==> config.mk <==
export PLATFORM = sky130hd
export DESIGN_NAME = alu_issue_ctrl_flat
export DESIGN_NICKNAME = d
export VERILOG_FILES = /design/src/rtl/alu_issue_ctrl_if.sv /design/src/rtl/alu_issue_ctrl.sv /design/src/flat_wrapper.sv
export SDC_FILE = /design/constraint.sdc
export NUM_CORES = 1
export LEC_CHECK = 0
export CORE_UTILIZATION = 51
export DETAILED_ROUTE_END_ITERATION = 8
export PLACE_DENSITY = 0.76
export SYNTH_ARGS = -nofsm -noshare
export SYNTH_HDL_FRONTEND = slang
export SYNTH_SLANG_ARGS = --single-unit
==> constraint.sdc <==
create_clock -name clk -period 12.7 [get_ports clk]
set_input_delay 3.81 -clock clk [delete_from_list [all_inputs] [get_ports clk]]
set_output_delay 3.81 -clock clk [all_outputs]
set_load 0.1 [all_outputs]
==> src/rtl/alu_issue_ctrl_if.sv <==
// Bundles the instruction channel, the ALU operand/result bus, the result
// channel and the debug/status taps of alu_issue_ctrl.
interface alu_issue_ctrl_if #(
   parameter int CNT_W = 16
);
   logic             in_valid;
   logic             in_ready;
   logic [15:0]      instr;
   logic [31:0]      alu_A;
   logic [31:0]      alu_B;
   logic [2:0]       alu_op;
   logic [31:0]      alu_C;
   logic             out_valid;
   logic             out_ready;
   logic [31:0]      out_data;
   logic [2:0]       out_rd;
   logic             out_err;
   logic [2:0]       dbg_addr;
   logic [31:0]      dbg_data;
   logic [CNT_W-1:0] retired;

   modport slave (
      input  in_valid, instr, alu_C, out_ready, dbg_addr,
      output in_ready, alu_A, alu_B, alu_op, out_valid, out_data, out_rd,
             out_err, dbg_data, retired
   );

   modport master (
      output in_valid, instr, alu_C, out_ready, dbg_addr,
      input  in_ready, alu_A, alu_B, alu_op, out_valid, out_data, out_rd,
             out_err, dbg_data, retired
   );
endinterface

==> src/rtl/alu_issue_ctrl.sv <==
// Issue/writeback stage around an external combinational ALU: one instruction
// in flight at a time, IDLE -> EXEC -> RESP, with an 8x32 register file.
module alu_issue_ctrl #(
   parameter int NREG  = 8,
   parameter int CNT_W = 16
) (
   input logic              clk,
   input logic              reset,
   alu_issue_ctrl_if.slave  bus
);
   typedef enum logic [1:0] {
      IDLE = 2'd0,
      EXEC = 2'd1,
      RESP = 2'd2
   } state_t;

   state_t           state_r;
   state_t           state_next_s;
   logic             in_ready_r;
   logic             out_valid_r;
   logic [31:0]      rf_r [NREG];
   logic [2:0]       rd_r;
   logic [31:0]      alu_a_r;
   logic [31:0]      alu_b_r;
   logic [2:0]       alu_op_r;
   logic [31:0]      out_data_r;
   logic [2:0]       out_rd_r;
   logic             out_err_r;
   logic [CNT_W-1:0] retired_r;

   logic [2:0]       op_s;
   logic [2:0]       rd_s;
   logic [2:0]       rs_s;
   logic             imm_sel_s;
   logic [5:0]       field_s;
   logic             legal_s;
   logic             accept_s;

   // Register 0 is hard-wired to zero on every read port.
   function automatic logic [31:0] rf_read(input logic [2:0] addr);
      if (addr == 3'd0) begin
         return 32'd0;
      end else begin
         return rf_r[addr];
      end
   endfunction

   assign op_s      = bus.instr[15:13];
   assign rd_s      = bus.instr[12:10];
   assign rs_s      = bus.instr[9:7];
   assign imm_sel_s = bus.instr[6];
   assign field_s   = bus.instr[5:0];
   assign legal_s   = (op_s <= 3'd5);
   assign accept_s  = bus.in_valid & in_ready_r;

   // Next-state logic; illegal opcodes skip EXEC and report straight away.
   always_comb begin
      state_next_s = state_r;
      case (state_r)
         IDLE: begin
            if (accept_s) begin
               state_next_s = legal_s ? EXEC : RESP;
            end else begin
               state_next_s = IDLE;
            end
         end
         EXEC: state_next_s = RESP;
         RESP: begin
            if (bus.out_ready) begin
               state_next_s = IDLE;
            end else begin
               state_next_s = RESP;
            end
         end
         default: state_next_s = IDLE;
      endcase
   end

   // State register plus handshake flags registered from the next state.
   always_ff @(posedge clk or posedge reset) begin
      if (reset) begin
         state_r     <= IDLE;
         in_ready_r  <= 1'b1;
         out_valid_r <= 1'b0;
      end else begin
         state_r     <= state_next_s;
         in_ready_r  <= (state_next_s == IDLE);
         out_valid_r <= (state_next_s == RESP);
      end
   end

   // Operand capture, result capture, writeback and retirement count.
   always_ff @(posedge clk or posedge reset) begin
      if (reset) begin
         for (int i = 0; i < NREG; i++) begin
            rf_r[i] <= 32'd0;
         end
         rd_r       <= 3'd0;
         alu_a_r    <= 32'd0;
         alu_b_r    <= 32'd0;
         alu_op_r   <= 3'd0;
         out_data_r <= 32'd0;
         out_rd_r   <= 3'd0;
         out_err_r  <= 1'b0;
         retired_r  <= {CNT_W{1'b0}};
      end else begin
         if (state_r == IDLE && accept_s) begin
            rd_r     <= rd_s;
            alu_a_r  <= rf_read(rs_s);
            alu_b_r  <= imm_sel_s ? {26'd0, field_s} : rf_read(field_s[2:0]);
            alu_op_r <= op_s;
            if (!legal_s) begin
               out_err_r  <= 1'b1;
               out_data_r <= 32'd0;
               out_rd_r   <= rd_s;
            end
         end
         if (state_r == EXEC) begin
            out_data_r <= bus.alu_C;
            out_rd_r   <= rd_r;
            out_err_r  <= 1'b0;
            if (rd_r != 3'd0) begin
               rf_r[rd_r] <= bus.alu_C;
            end
         end
         if (state_r == RESP && bus.out_ready) begin
            retired_r <= retired_r + {{(CNT_W-1){1'b0}}, 1'b1};
         end
      end
   end

   assign bus.in_ready  = in_ready_r;
   assign bus.out_valid = out_valid_r;
   assign bus.alu_A     = alu_a_r;
   assign bus.alu_B     = alu_b_r;
   assign bus.alu_op    = alu_op_r;
   assign bus.out_data  = out_data_r;
   assign bus.out_rd    = out_rd_r;
   assign bus.out_err   = out_err_r;
   assign bus.retired   = retired_r;
   assign bus.dbg_data  = rf_read(bus.dbg_addr);
endmodule

==> src/flat_wrapper.sv <==
// flat-port wrapper written by rule: the top's interface ports become plain ports
module alu_issue_ctrl_flat 
#(
   parameter int NREG  = 8,
   parameter int CNT_W = 16
)
  (clk, reset, bus_in_valid, bus_instr, bus_alu_C, bus_out_ready, bus_dbg_addr, bus_in_ready, bus_alu_A, bus_alu_B, bus_alu_op, bus_out_valid, bus_out_data, bus_out_rd, bus_out_err, bus_dbg_data, bus_retired);
  alu_issue_ctrl_if #(.CNT_W(CNT_W)) bus_i ();
  input logic clk;
  input logic reset;
  input wire logic [$bits(bus_i.in_valid)-1:0] bus_in_valid;
  input wire logic [$bits(bus_i.instr)-1:0] bus_instr;
  input wire logic [$bits(bus_i.alu_C)-1:0] bus_alu_C;
  input wire logic [$bits(bus_i.out_ready)-1:0] bus_out_ready;
  input wire logic [$bits(bus_i.dbg_addr)-1:0] bus_dbg_addr;
  output wire logic [$bits(bus_i.in_ready)-1:0] bus_in_ready;
  output wire logic [$bits(bus_i.alu_A)-1:0] bus_alu_A;
  output wire logic [$bits(bus_i.alu_B)-1:0] bus_alu_B;
  output wire logic [$bits(bus_i.alu_op)-1:0] bus_alu_op;
  output wire logic [$bits(bus_i.out_valid)-1:0] bus_out_valid;
  output wire logic [$bits(bus_i.out_data)-1:0] bus_out_data;
  output wire logic [$bits(bus_i.out_rd)-1:0] bus_out_rd;
  output wire logic [$bits(bus_i.out_err)-1:0] bus_out_err;
  output wire logic [$bits(bus_i.dbg_data)-1:0] bus_dbg_data;
  output wire logic [$bits(bus_i.retired)-1:0] bus_retired;
  assign bus_i.in_valid = bus_in_valid;
  assign bus_i.instr = bus_instr;
  assign bus_i.alu_C = bus_alu_C;
  assign bus_i.out_ready = bus_out_ready;
  assign bus_i.dbg_addr = bus_dbg_addr;
  assign bus_in_ready = bus_i.in_ready;
  assign bus_alu_A = bus_i.alu_A;
  assign bus_alu_B = bus_i.alu_B;
  assign bus_alu_op = bus_i.alu_op;
  assign bus_out_valid = bus_i.out_valid;
  assign bus_out_data = bus_i.out_data;
  assign bus_out_rd = bus_i.out_rd;
  assign bus_out_err = bus_i.out_err;
  assign bus_dbg_data = bus_i.dbg_data;
  assign bus_retired = bus_i.retired;
  alu_issue_ctrl #(.NREG(NREG), .CNT_W(CNT_W)) u_core (.clk(clk), .reset(reset), .bus(bus_i));
endmodule
# ---- Word level (Yosys, flattened, before mapping)
# Index checks and enable logic that the tools add are counted.
# Widths: inputs -> output; s select.
dict set report totals {
  in_bits 55
  register_bits 382
}
dict set report classes {
  bitwise 5
  reduce_logical 12
  n_lt_le_gt_ge 6
  eq_ne 4
  muxes 29
  n_addsub 1
}
# operator n
set op_table {}
lappend op_table {{$mux 32} 14}
lappend op_table {{$bmux 32 s3} 3}
lappend op_table {{$bwmux 256} 1}
lappend op_table {{$demux 32 s3} 1}
lappend op_table {{$add 16x1->16 const B} 1}
lappend op_table {{$ge 4x4->1 const B} 4}
lappend op_table {{$not 3->4} 4}
lappend op_table {{$logic_not 3->1} 3}
lappend op_table {{$mux 3} 3}
lappend op_table {{$mux 2} 3}
lappend op_table {{$pmux 2 s3} 1}
lappend op_table {{$eq 2x2->1 const B} 2}
lappend op_table {{$logic_not 2->1} 2}
lappend op_table {{$lt 4x1->1 const B} 1}
lappend op_table {{$reduce_and 2->1} 2}
lappend op_table {{$le 3x3->1 const B} 1}
lappend op_table {{$logic_and 1x1->1} 3}
lappend op_table {{$mux 1} 3}
lappend op_table {{$reduce_bool 3->1} 1}
lappend op_table {{$eq 2x1->1 const B} 1}
lappend op_table {{$ne 2x2->1 const B} 1}
lappend op_table {{$reduce_bool 2->1} 1}
lappend op_table {{$and 1x1->1} 1}

# ---- Logic depth before layout (Yosys ltp)
# Gate-level depths: netlist (run 1).
dict set report depth {
  word_depth 6
  depth_mapped 7
  mapped_depth_nobuf 5
}

# ---- Least setup slack after synthesis (run 1)
# No wires, ideal clock.
dict set report synth_path {
  path_type {in2out}
  from {in bus_dbg_addr[1]}
  to {out bus_dbg_data[31]}
  stages 5
  slack_ns 1.996
  arrival_time_ns 6.894
  required_time_ns 8.890
  path_cell_list {clkbuf_1 > nor2b_1 > clkbuf_1 > a22oi_1 > o21ai_0}
}
dict set report synth_between {
  elab_chain_len 5
  word_cells_on_any_way 6
}
# item line
set synth_lines {}
lappend synth_lines {{start: declaration} flat_wrapper.sv:15} ;# input wire logic [$bits(bus_i.dbg_addr)-1:0] bus_dbg_addr;
lappend synth_lines {{$not 3->4 (implied by the code)} alu_issue_ctrl.sv:44} ;# return rf_r[addr];
lappend synth_lines {{$bmux 32 s3} alu_issue_ctrl.sv:44}
lappend synth_lines {{$mux 32 (implied by the code) (2 in a row)} alu_issue_ctrl.sv:44}
lappend synth_lines {{$mux 32 (*)} alu_issue_ctrl.sv:41} ;# if (addr == 3'd0) begin
lappend synth_lines {{end: declaration} flat_wrapper.sv:24} ;# output wire logic [$bits(bus_i.dbg_data)-1:0] bus_dbg_data;
# Every way passes the cells marked *; elsewhere a longest branch is shown, timed or not. The select of a mux whose other input is x is not followed.

# ---- Worst setup path after layout (run 1)
dict set report layout_path {
  from {in bus_dbg_addr[0]}
  to {out bus_dbg_data[11]}
}
# Same word-level chain as after synthesis.

==> results of run 1 <==
-- logic make-up (layout without fill, tap and decap cells) --
family	Yosys count	after routing	share of synthesized area, %
AND/OR/NAND/NOR	179	179	4.75
buffers and inverters	166	337	3.79
adder cells (fa/ha/maj)	1	1	0.0679
XOR/XNOR	15	15	0.713
AO/OA/AOI/OAI	264	264	11.0
flip-flops	350	350	47.5
multiplexers	449	449	32.2
-- power by group through the flow --
stage	Clock [µW]	Sequential, µW	Combinational (µW)
global route	1200	2080	3150
finish	1140	2020	3020
global placement	0	1990	2970
detailed placement	0	2010	3020
CTS	1160	2000	3030
floorplan	0	2960	1330
-- registers in the layout (all words and copies together) (netlist names) --
| signal | count |
|---|---|
| u_core.bus.in_ready | 1 |
| u_core.bus.alu_B | 32 |
| u_core.bus.out_rd | 3 |
| u_core.bus.retired | 16 |
| u_core.state_r | 2 |
| u_core.bus.out_err | 1 |
| u_core.rd_r | 3 |
| u_core.bus.out_data | 32 |
| u_core.bus.alu_op | 3 |
| u_core.rf_r | 224 |
| u_core.bus.out_valid | 1 |
| u_core.bus.alu_A | 32 |
-- metal layers --
| metal | share of wire (%) | vias up |
|---|---|---|
| met5 | 0 | - |
| met4 | 3.0 | 0 |
| met3 | 7.9 | 129 |
| met2 | 48 | 615 |
| met1 | 41 | 7018 |
| li1 | - | 5730 |
-- critical path, stage by stage --
cell and delay (ps):
buf_4 180, nor2b_4 980, a221oi_1 240, a21oi_1 350, clkdlybuf4s50_1 1210
-- how the worst max path moves through the flow --
| stage | cells past startpoint | from | endpoint |
|---|---|---|---|
| floorplan | 5 | bus_dbg_addr[1] | bus_dbg_data[31] |
| global placement | 6 | bus_dbg_addr[0] | bus_dbg_data[4] |
| detailed placement | 6 | bus_dbg_addr[0] | bus_dbg_data[11] |
| CTS | 6 | bus_dbg_addr[0] | bus_dbg_data[11] |
| global route | 6 | bus_dbg_addr[0] | bus_dbg_data[11] |
| finish | 5 | bus_dbg_addr[0] | bus_dbg_data[11] |
-- layout by cell type (no fill, tap or decap), drive strengths merged, types with 6 or more instances in the layout --
master           n
clkinv           6
a221oi          90
o21ai            9
clkbuf          57
nand3            7
o22ai           25
nor2b           37
mux2i           13
clkdlybuf4s50  197
xnor2           11
mux4            69
o31ai           34
o41ai           26
dfrtp          349
mux2           367
buf             35
nor2             9
a21oi           38
a22o            32
inv             38
nand2           99
-- cell usage after synthesis, types with 2 or more instances --
cell type / count
a21oi_1: 38
dfrtp_1: 349
o41ai_1: 26
clkbuf_1: 67
o22ai_1: 25
a221oi_1: 90
nand2b_1: 3
buf_2: 40
nor2b_1: 37
buf_6: 3
buf_1: 16
nor3_1: 4
mux2_1: 2
nor2_1: 9
mux4_2: 69
a31oi_1: 2
o31ai_1: 34
nand2_1: 98
o21ai_0: 9
mux2_2: 335
nand3_1: 7
nor3b_2: 2
mux2i_1: 13
mux2_4: 30
a22o_1: 32
nand3b_1: 4
nand4_1: 2
inv_1: 39
xor2_1: 4
xnor2_1: 11
and4_1: 2
-- metrics by stage --
step	cell area [µm²]	hold slack [ps]	utilization (%)	worst slack (ps)
2_1_floorplan	18400	489	-	2000
3_3_place_gp	20800	459	58.4	2190
3_5_place_dp	20800	461	58.4	2160
4_1_cts	22100	473	62.0	2150
5_1_grt	22100	499	62.0	1950
6_report	22100	467	62.0	2100
-- layout make-up --
type,instances,area (µm²),area share [%]
Clock buffer,57,1200,5.42
Clock inverter,9,97.6,0.442
Inverter,39,150,0.681
Multi-Input combinational cell,908,9050,41.0
Sequential cell,350,8760,39.7
Tap cell,461,577,2.61
Timing Repair Buffer,232,2230,10.1
==> flow_summary.yaml, run 1 <==
outcome:
  status: "finished, final reports clean"
timing:
  relSlewSlack_pct: 13.5
  drv_slew: 0
  max_slew.worst_pin.slew_ps: 1300
  setup_tns_ps: 0
  fmax_ghz: 0.0943
  rsz0062_at_grt: "no"
  post-route-min-period_ps: 10600
  setup_viol_count_final: 0
  hold_viol: 0
  period_share_pct: 83.5
  fin_skew_ps: 15.1
power_and_ir_drop:
  p_comb_share_pct: 48.8
  power_leakage_uw: 0.00949
  power_density_mw_per_mm2: 280
  p_sw_share_pct: 45.9
  clkPwrFrac_pct: 18.4
  irDropWorstVdd_mv: 0.220
  cell_internal_pwr_uw: 3340
  power.switching_uw: 2830
  finalPower_uw: 6180
  seqPwrFrac_pct: 32.7
grt:
  track_usage_pct: 29.1
  grt_overflow: 0
  grt_pass1_vias: 13586
  grt_busiest_layer: "met2"
  use_met2_pct: 45.9
  grt_max_degree: 184
  antenna_found_initial: 0
  met1_usage_pct: 40.1
  grt_pass1_wl_um: 81600
  met3_usage_pct: 5.97
min_path:
  hp-start: "u_core.bus.retired[15]"
  whs_path_depth: 1
  hold_end: "u_core.bus.retired[15]"
  hp-class: "flip-flop to flip-flop"
final_layout:
  nNetsFinal: 1626
  diodes: 0
  syn2layout_area_growth_pct: 19.7
  num-fill-cells: 2769
  drive_gt1_share_pct: 34.2
  stdcell_count: 2056
logic_synthesis:
  yosys.area.top_type_share_pct: 47.4
  ys_seq_area_share_pct: 47.5
  synth.cell_area_mm2: 0.0184
  synth_cell_types: 53
  synth_cells: 1424
  synth_fp_nets: 1480
  synth-seq-cells: 350
  synthFlopType: "dfrtp_1"
  async_flop_share_pct: 100
  synth_area_leaders: "dfrtp_1 (47%), mux2_2 (20%), mux4_2 (8.4%)"
  synth-edff-count: 0
  syn_avg_cell_area_um2: 12.9
  ys_warn_count: 0
  yosysTopAreaCell: "dfrtp_1"
clock_tree:
  cts_setup_buffers: 0
  cts.htree.levels: 2
  cts_tree: "built"
  clk_latency_ps: 520
  clk_pin_slew_ps: 60
  clockBufferDepth: 3
  cts_resized: 0
  cts_hold_buf: 0
  cts.sinks: 350
  cts_root_buf: "clkbuf_16"
  cts_made_buffers: 39
critical_path:
  r2r_slack_ps: 8940
  cp-end-kind: "output port"
  path_class: "primary input to output port"
  cp-start-kind: "primary input"
  critPathMaxFanout: 32
  worstPathRequired_ps: 8890
  r2r_start: "u_core.state_r[1]"
  critPathArrivalTime_ps: 6790
  r2r_end: "u_core.rf_r[142]"
  rr_worst_depth: 5
place:
  numPortBuffers: 207
  dp_cells: 1990
  dp_hpwl_um: 29800
  gp_congestion: 0.802
floorplan:
  die_h_um: 192
  core-area_mm2: 0.0356
  io_pins: 208
  initial_core_util_pct: 51.8
  row_count: 69
  die_w_um: 192
  dieArea_mm2: 0.0369
routing:
  wl_per_cell_um: 25.9
  detail-route-antenna-nets: 0
  firstDrtPassIters: 5
  drt_wl_total_um: 53200
  vias: 13492
  drc: 0
  avgViaCountPerCell: 6.56
  drtIter0Drc: 1103
flow_run:
  maxCapViolCount: 0
Power figures use the tool's default switching activity.
==> run 2: changes to the inputs <==
==> constraint.sdc (replaced) <==
create_clock -name clk -period 8.6 [get_ports clk]
set_input_delay 2.58 -clock clk [delete_from_list [all_inputs] [get_ports clk]]
set_output_delay 2.58 -clock clk [all_outputs]
set_load 0.1 [all_outputs]
==> flow_summary.yaml, run 2 (synthesis gave the netlist of run 1 again) <==
critical_path:
  r2r_start: "u_core.state_r[1]"
  critPathMaxStageDelay_ps: 620
  worstPathCellList: "buf_4, nor2b_4, buf_4, a22oi_1, o21ai_0, buf_4"
  worstPathRequired_ps: 6020
  startpoint: "bus_dbg_addr[0]"
  rr_worst_depth: 5
  crit_buf_inv: 3
  critPathArrivalTime_ps: 4400
  critPathTopFamily: "buffers and inverters"
  r2r_end: "u_core.rf_r[153]"
  cp.depth: 6
  crit_top_cell: "buf_4"
  cp_slowest_cell: "nor2b_4"
  critPathMaxFanout: 21
  cp-endpoint: "bus_dbg_data[31]"
  cp-start-kind: "primary input"
  cp-end-kind: "output port"
  path_class: "primary input to output port"
  r2r_slack_ps: 4980
min_path:
  hp-class: "flip-flop to flip-flop"
  whs_path_depth: 2
timing:
  fmax_ghz: 0.143
  post-route-min-period_ps: 6980
  setup_tns_ps: 0
  hold_viol: 0
  rsz0062_at_grt: "no"
  layout_setup_ws_ps: 1620
  setup_viol_count_final: 0
  fin_skew_ps: 16.8
  drv_slew: 0
  max_slew.worst_pin.slew_ps: 1180
  relSlewSlack_pct: 21.0
  period_share_pct: 81.1
clock_tree:
  clk_latency_ps: 540
  clockBufferDepth: 3
  cts.htree.levels: 2
  cts_hold_buf: 0
  cts_made_buffers: 40
  cts_tree: "built"
  cts.sinks: 350
  cts_setup_buffers: 0
  clk_pin_slew_ps: 60
  cts_resized: 0
  cts_root_buf: "clkbuf_16"
outcome:
  status: "finished, final reports clean"
final_layout:
  largest_register_ffs: 224
  layout_commonest_cell: "dfrtp_1"
  syn2layout_area_growth_pct: 19.9
  final_cell_mix: "dfrtp_1 (349), mux2_2 (335), clkdlybuf4s50_1 (165), nand2_1 (98), a221oi_1 (90)"
  nNetsFinal: 1632
  drive_gt1_share_pct: 36.5
  diodes: 0
  fin_util_pct: 62.1
  top_register: "u_core.rf_r"
routing:
  detail-route-antenna-nets: 0
  wl_per_cell_um: 25.9
  firstDrtPassIters: 4
  drc: 0
  vias: 13589
  drtIter0Drc: 1189
  avgViaCountPerCell: 6.58
  drt_wl_total_um: 53600
grt:
  grt_overflow: 0
  grt_pass1_vias: 13836
  grt_pass1_wl_um: 82900
  antenna_found_initial: 0
  track_usage_pct: 29.6
  grt_max_degree: 131
floorplan:
  io_pins: 208
  dieArea_mm2: 0.0369
  initial_core_util_pct: 51.8
  die_w_um: 192
  die_h_um: 192
  row_count: 69
  core-area_mm2: 0.0356
place:
  gp_congestion: 0.838
  place_ws_ps: 1630
  dp_hpwl_um: 31000
  numPortBuffers: 207
power_and_ir_drop:
  finalPower_uw: 9170
  power_density_mw_per_mm2: 415
  irDropWorstVdd_mv: 0.357
  power_leakage_uw: 0.00958
flow_run:
  maxCapViolCount: 0
==> run 2: layer usage <==
| metal | vias up | track usage, % | routed length, µm |
|---|---|---|---|
| li1 | 5742 | - | - |
| met1 | 7123 | 41.8 | 22900 |
| met2 | 611 | 46.4 | 25400 |
| met3 | 113 | 5.13 | 3890 |
| met4 | 0 | 9.78 | 1400 |
| met5 | - | 0 | 0 |
==> run 2: how the worst min path moves through the flow <==
stage	start	end
final	u_core.bus.alu_op[0]	u_core.bus.alu_op[0]
after global routing	u_core.bus.out_data[26]	u_core.bus.out_data[26]
after CTS	u_core.bus.alu_op[0]	u_core.bus.alu_op[0]
after detailed placement	u_core.bus.alu_op[0]	u_core.bus.alu_op[0]
after global placement	u_core.bus.alu_op[1]	u_core.bus.alu_op[1]
after floorplan	u_core.rf_r[56]	u_core.rf_r[56]
==> run 2: tightest hold or removal path: stages, from the launching register on <==
cell	delay (ps)
dfrtp_1	340
nand2_1	50
nand2_1	50
==> run 2: metrics by stage <==
| stage | hold WS (ps) | instance area, µm² | std cells |
|---|---|---|---|
| after floorplan | 489 | 18400 | 1424 |
| after global placement | 458 | 20800 | 1995 |
| after detailed placement | 466 | 20800 | 1995 |
| after CTS | 481 | 22100 | 2065 |
| after global routing | 507 | 22100 | 2065 |
| final | 476 | 22100 | 2065 |
==> run 2: layout make-up <==
class | count | area [µm²]
fillers | 2729 | 13500
flip-flops and latches | 350 | 8760
inverters | 39 | 150
clock inverters | 12 | 140
clock buffers | 58 | 1190
repair buffers | 237 | 2230
well taps | 461 | 577
multi-input cells | 908 | 9050
==> run 2: where the power goes <==
group	internal (µW)	switching [µW]
clock network	1050	681
logic	1570	2880
registers	2340	659
total	4950	4220
